$ cat src/rtl/rr_pkg.sv
// Shared types and default parameters for the result reader.
package rr_pkg;
    typedef enum logic [1:0] {
        IDLE    = 2'd0,
        CAPTURE = 2'd1,
        DONE    = 2'd2
    } state_t;

    localparam int DW_DEF    = 14;
    localparam int DEPTH_DEF = 8;
    localparam int LAT_DEF   = 2;
    localparam int NCAP_DEF  = 16;
endpackage

$ cat src/rtl/result_reader_if.sv
// Capture-control and read-port bundle between result_reader and its neighbours.
interface result_reader_if #(
    parameter int DW    = rr_pkg::DW_DEF,
    parameter int DEPTH = rr_pkg::DEPTH_DEF
);
    logic                     start;
    logic                     e;
    logic [DW-1:0]            y;
    logic                     rd_valid;
    logic                     rd_ready;
    logic [DW-1:0]            rd_data;
    logic [$clog2(DEPTH):0]   level;
    logic                     busy;
    logic                     done;
    logic                     overflow;

    modport slave (
        input  start, e, y, rd_ready,
        output rd_valid, rd_data, level, busy, done, overflow
    );

    modport master (
        output start, e, y, rd_ready,
        input  rd_valid, rd_data, level, busy, done, overflow
    );
endinterface

$ cat src/rtl/rr_fifo.sv
// Circular-buffer FIFO with registered occupancy; head is read straight from storage.
module rr_fifo #(
    parameter int DW    = 14,
    parameter int DEPTH = 8
) (
    input  logic                     clk,
    input  logic                     rst_n,
    input  logic                     i_push,
    input  logic                     i_pop,
    input  logic [DW-1:0]            i_data,
    output logic [DW-1:0]            o_data,
    output logic                     o_full,
    output logic                     o_empty,
    output logic [$clog2(DEPTH):0]   o_level
);
    localparam int AW = $clog2(DEPTH);

    logic [DW-1:0] r_mem [DEPTH];
    logic [AW-1:0] r_wr_ptr;
    logic [AW-1:0] r_rd_ptr;
    logic [AW:0]   r_level;
    logic          w_rd;
    logic          w_wr;

    assign o_empty = (r_level == '0);
    assign o_full  = (r_level == (AW+1)'(DEPTH));
    assign o_level = r_level;
    assign o_data  = r_mem[r_rd_ptr];

    // A write into a full buffer is only legal when the head leaves the same cycle.
    assign w_rd = i_pop && !o_empty;
    assign w_wr = i_push && (!o_full || w_rd);

    always_ff @(posedge clk) begin
        if (w_wr) r_mem[r_wr_ptr] <= i_data;
    end

    always_ff @(posedge clk) begin
        if (!rst_n) begin
            r_wr_ptr <= '0;
            r_rd_ptr <= '0;
            r_level  <= '0;
        end else begin
            if (w_wr) r_wr_ptr <= r_wr_ptr + 1'b1;
            if (w_rd) r_rd_ptr <= r_rd_ptr + 1'b1;
            case ({w_wr, w_rd})
                2'b10:   r_level <= r_level + 1'b1;
                2'b01:   r_level <= r_level - 1'b1;
                default: r_level <= r_level;
            endcase
        end
    end
endmodule

$ cat src/rtl/result_reader.sv
// Captures up to NCAP pipeline results per run into a FIFO and serves them on a read port.
module result_reader
    import rr_pkg::*;
#(
    parameter int DW    = DW_DEF,
    parameter int DEPTH = DEPTH_DEF,
    parameter int LAT   = LAT_DEF,
    parameter int NCAP  = NCAP_DEF
) (
    input  logic           clk,
    input  logic           rst_n,
    result_reader_if.slave bus
);
    localparam int CW = $clog2(NCAP + 1);

    state_t                 r_state;
    state_t                 w_state_nxt;
    logic [CW-1:0]          r_count;
    logic [CW-1:0]          w_count_nxt;
    logic                   r_overflow;
    logic                   w_overflow_nxt;
    logic [LAT-1:0]         r_e_dly;
    logic                   w_vld;
    logic                   w_push;
    logic                   w_pop;
    logic                   w_full;
    logic                   w_empty;
    logic [DW-1:0]          w_head;
    logic [$clog2(DEPTH):0] w_level;

    // Oldest tap marks the cycle in which y belongs to an enabled operand set.
    assign w_vld = r_e_dly[LAT-1];
    assign w_pop = !w_empty && bus.rd_ready;

    always_ff @(posedge clk) begin
        if (!rst_n) begin
            r_e_dly    <= '0;
            r_state    <= IDLE;
            r_count    <= '0;
            r_overflow <= 1'b0;
        end else begin
            r_e_dly[0] <= bus.e;
            for (int i = 1; i < LAT; i++) r_e_dly[i] <= r_e_dly[i-1];
            r_state    <= w_state_nxt;
            r_count    <= w_count_nxt;
            r_overflow <= w_overflow_nxt;
        end
    end

    always_comb begin
        w_state_nxt    = r_state;
        w_count_nxt    = r_count;
        w_overflow_nxt = r_overflow;
        w_push         = 1'b0;
        case (r_state)
            IDLE, DONE: begin
                if (bus.start) begin
                    w_state_nxt    = CAPTURE;
                    w_count_nxt    = '0;
                    w_overflow_nxt = 1'b0;
                end
            end
            CAPTURE: begin
                // A restart wins over a result arriving in the same cycle.
                if (bus.start) begin
                    w_count_nxt    = '0;
                    w_overflow_nxt = 1'b0;
                end else if (w_vld) begin
                    w_count_nxt = r_count + 1'b1;
                    if (!w_full || w_pop) w_push = 1'b1;
                    else                  w_overflow_nxt = 1'b1;
                    if (r_count == CW'(NCAP - 1)) w_state_nxt = DONE;
                end
            end
            default: w_state_nxt = IDLE;
        endcase
    end

    rr_fifo #(.DW(DW), .DEPTH(DEPTH)) u_fifo (
        .clk     (clk),
        .rst_n   (rst_n),
        .i_push  (w_push),
        .i_pop   (bus.rd_ready),
        .i_data  (bus.y),
        .o_data  (w_head),
        .o_full  (w_full),
        .o_empty (w_empty),
        .o_level (w_level)
    );

    assign bus.rd_valid = !w_empty;
    assign bus.rd_data  = w_head;
    assign bus.level    = w_level;
    assign bus.busy     = (r_state == CAPTURE);
    assign bus.done     = (r_state == DONE);
    assign bus.overflow = r_overflow;
endmodule

$ cat src/flat_wrapper.sv
// flat-port wrapper written by rule: the top's interface ports become plain ports
module result_reader_flat import rr_pkg::*;
#(
    parameter int DW    = DW_DEF,
    parameter int DEPTH = DEPTH_DEF,
    parameter int LAT   = LAT_DEF,
    parameter int NCAP  = NCAP_DEF
)
  (clk, rst_n, bus_start, bus_e, bus_y, bus_rd_ready, bus_rd_valid, bus_rd_data, bus_level, bus_busy, bus_done, bus_overflow);
  result_reader_if #(.DW(DW), .DEPTH(DEPTH)) bus_i ();
  input  logic clk;
  input  logic rst_n;
  input wire logic [$bits(bus_i.start)-1:0] bus_start;
  input wire logic [$bits(bus_i.e)-1:0] bus_e;
  input wire logic [$bits(bus_i.y)-1:0] bus_y;
  input wire logic [$bits(bus_i.rd_ready)-1:0] bus_rd_ready;
  output wire logic [$bits(bus_i.rd_valid)-1:0] bus_rd_valid;
  output wire logic [$bits(bus_i.rd_data)-1:0] bus_rd_data;
  output wire logic [$bits(bus_i.level)-1:0] bus_level;
  output wire logic [$bits(bus_i.busy)-1:0] bus_busy;
  output wire logic [$bits(bus_i.done)-1:0] bus_done;
  output wire logic [$bits(bus_i.overflow)-1:0] bus_overflow;
  assign bus_i.start = bus_start;
  assign bus_i.e = bus_e;
  assign bus_i.y = bus_y;
  assign bus_i.rd_ready = bus_rd_ready;
  assign bus_rd_valid = bus_i.rd_valid;
  assign bus_rd_data = bus_i.rd_data;
  assign bus_level = bus_i.level;
  assign bus_busy = bus_i.busy;
  assign bus_done = bus_i.done;
  assign bus_overflow = bus_i.overflow;
  result_reader #(.DW(DW), .DEPTH(DEPTH), .LAT(LAT), .NCAP(NCAP)) u_core (.clk(clk), .rst_n(rst_n), .bus(bus_i));
endmodule
$ cat config.mk
export PLATFORM = sky130hd
export DESIGN_NAME = result_reader_flat
export DESIGN_NICKNAME = d
export VERILOG_FILES = /design/src/rtl/rr_pkg.sv /design/src/rtl/result_reader_if.sv /design/src/rtl/rr_fifo.sv /design/src/rtl/result_reader.sv /design/src/flat_wrapper.sv
export SDC_FILE = /design/constraint.sdc
export NUM_CORES = 1
export LEC_CHECK = 0
export CAP_MARGIN = 20
export CORE_MARGIN = 5
export CORE_UTILIZATION = 60
export DETAILED_ROUTE_END_ITERATION = 10
export PLACE_DENSITY = 0.84
export SYNTH_ARGS = -nofsm -noshare
export SYNTH_HDL_FRONTEND = slang
export SYNTH_SLANG_ARGS = --single-unit
$ cat constraint.sdc
create_clock -name clk -period 4.65 [get_ports clk]
set_input_delay 0.465 -clock clk [delete_from_list [all_inputs] [get_ports clk]]
set_output_delay 0.465 -clock clk [all_outputs]
set_load 0.03 [all_outputs]
==> results.md <==
- Fraction of layout cells with a size suffix above 1: 20.8%
- Highest clock rate: 280 MHz
- CTS-repair resized insts: 0
- Clk_lat worst skew: 520 ps
- Nets: 373
- Layout Skew: 7.60 ps
- Post-synth EDFFs: 112
- Hold bufs inserted after CTS: 0
- Number of global-route vias before repair: 3,014
- Post-synth top flop: edfxtp_1
- Max-Cap Viols: 0
- P_leak: 0.00221 uW
- Total GRT Usage: 19.9%
- Netlist cell types: 38
- Starting Density: 62.1%
- Worst Tran Pin Value: 1060 ps
- DRC viols: 0
- Synthesized net count: 313
- Grt ovf: 0
- Detail Route Antenna Nets: 0
- First drt pass iteration count: 4
- HP Start: u_core.r_e_dly[0]$_SDFF_PN0_
- Growth of design area from synthesis to finish: 21.1%
- Dpl hpwl: 6.03 mm
- CP arrival: 3110 ps
- Crit path capture type: output pin
- Clock-pin slew on the worst setup and hold paths: 60 ps
- Vias: 2,786
- Post-route cell area: 6600 sq um
- Instance area at placement: 6010 sq um
- Final Slew Violations: 0
- Buffers added on ports: 40
- Die Ht: 105 um
- YS warnings: 0
- Commonest non-fill, non-tap cell in the layout: edfxtp_1
- Flop and latch count out of synthesis: 135
- Core box area: 8760 sq um
- Syn avg cell area: 19.0 sq um
- Asr flop ratio synth: 0%
- Crit Path Class: reg2out
- # diodes: 0
- Reg2reg start: u_core.u_fifo.o_level[0]$_SDFFE_PN0P_
- Maximum VDD drop: 0.293 mV
- Post-layout minimum cycle time: 3570 ps
- Root buf cell: clkbuf_8
- CTS Buffer Depth: 2
- Cts bufs inserted: 17
- Synthesized cell area: 5450 sq um
- Fillers: 502
- Clk sink count: 135
- Top Ports: 41
- Setup TNS: 0 ps
- Crit path max fanout: 12
- Most frequent cells in the layout: 112 x edfxtp_1, 40 x clkdlybuf4s50_1, 23 x dfxtp_1
- GPL Wtd Cong: 0.809
- Die footprint: 11,100 sq um
- Worst Setup Start Kind: flop
- Status: finished clean
- DR iter-0 viols: 185
- Initial antenna violation count: 0
- PD cells: 407 nW/um^2
- Die Wd: 105 um
- Final period utilization: 76.8%
- RSZ-0062 raised after global routing: no
- FP Rows: 34
- CTS tree: done
- Reg2reg setup slack: 2060 ps
- Avg Vias per Cell: 5.95
- Wirelength per Cell: 21.8 um
- # Post-CTS Setup Buffers: 0
- Largest net degree at the start of global routing: 29
- Hold WC Path Type: reg2reg
- Final Setup Violations: 0
- Max_slew headroom: 29.0%
- Required @ worst endpoint: 4180 ps
- H-tree Lvls: 4
- Register area share after synthesis: 70.2%
- Drt total wl: 10.2 mm
- First-pass GRT wire length: 16.4 mm
- Final hold vios: 0
- Cells after Synth: 287
[worst max-delay path, stage by stage (launching register included)]
cell and delay [ps]:
dfxtp_1 780, buf_4 350, mux4_1 580, mux2_2 280, clkdlybuf4s50_1 600
[final timing paths]
| check | depth (start not counted) | end |
|---|---|---|
| setup / recovery | 4 | bus_rd_data[8] |
| hold / removal | 1 | u_core.r_e_dly[1]$_SDFF_PN0_ |
| setup reg to reg | 10 | u_core.u_fifo.o_level[2]$_SDFFE_PN0P_ |
| hold reg to reg | 1 | u_core.r_e_dly[1]$_SDFF_PN0_ |
[per-stage QoR]
step                cells  total power [uW]  hold WS (ps)  setup slack (ps)  utilization, %
global route          468              2760           477               912            75.3
CTS                   466              2700           444               999            75.0
finish                468              2680           439              1080            75.3
detailed placement    434              1440           432              1430            68.6
floorplan             287              1400           412              1600               -
global placement      434              1440           417              1640            68.6
[area by class of cell]
type / instances / area, sq um / share of cell area [%]
well taps: 108 / 135 / 2.05
clock inverters: 12 / 131 / 1.99
clock buffers: 20 / 435 / 6.60
multi-input cells: 138 / 1560 / 23.6
inverters: 3 / 16.3 / 0.247
flip-flops and latches: 135 / 3820 / 58.0
repair buffers: 52 / 494 / 7.49
[cell families (layout without fill, tap and decap cells)]
kind of cell / count (synthesis) / in the layout / share of synthesized area (%)
fa+ha+maj: 7 / 7 / 1.61
buf+inv: 14 / 87 / 1.86
simple gates: 60 / 60 / 6.27
compound gates: 16 / 16 / 2.00
flops: 135 / 135 / 70.2
mux: 46 / 46 / 16.6
xor+xnor: 9 / 9 / 1.45
[per-layer routing]
layer	vias up	global-route usage (%)	share of wire (%)
met5	-	0	0
met2	82	33.3	52
met1	1413	24.5	42
li1	1278	-	-
met3	13	5.26	4.4
met4	0	8.49	1.6
[Yosys cell counts, types with 2 or more instances]
cell | number | area share [%]
edfxtp_1 | 112 | 62
dfxtp_1 | 23 | 8.5
mux4_1 | 20 | 9.7
mux2_2 | 14 | 2.9
nand2_1 | 14 | 0.97
nor2b_1 | 9 | 1.0
mux4_2 | 8 | 3.3
and2_1 | 7 | 0.80
ha_1 | 7 | 1.6
xnor2_1 | 7 | 1.1
a21oi_1 | 6 | 0.55
nor2_1 | 6 | 0.41
mux2i_1 | 4 | 0.74
nand2b_1 | 4 | 0.46
nand3_1 | 4 | 0.37
nor3b_1 | 4 | 0.55
a21boi_0 | 3 | 0.41
buf_1 | 3 | 0.21
buf_2 | 3 | 0.28
or3_1 | 3 | 0.34
a31oi_1 | 2 | 0.23
buf_12 | 2 | 0.74
clkbuf_1 | 2 | 0.14
inv_1 | 2 | 0.14
nor3_1 | 2 | 0.18
nor4b_1 | 2 | 0.32
o21ai_0 | 2 | 0.18
xor2_1 | 2 | 0.32
[state kept, by name (all words and copies together), names as in the netlist, named ones only]
name / count
u_core.r_count: 5
u_core.u_fifo.o_level: 4
u_core.bus.overflow: 1
u_core.r_state: 2
u_core.u_fifo.r_rd_ptr: 3
u_core.u_fifo.r_wr_ptr: 3
u_core.r_e_dly: 2
u_core.u_fifo.r_mem: 112
[power by group]
group / leakage [uW] / switching, uW / total (uW) / internal (uW)
registers: 0.00119 / 6.86 / 1320 / 1310
clock network: 0.000267 / 487 / 1260 / 775
logic: 0.000748 / 49.5 / 98.9 / 49.4
Power figures use the tool's default switching activity.
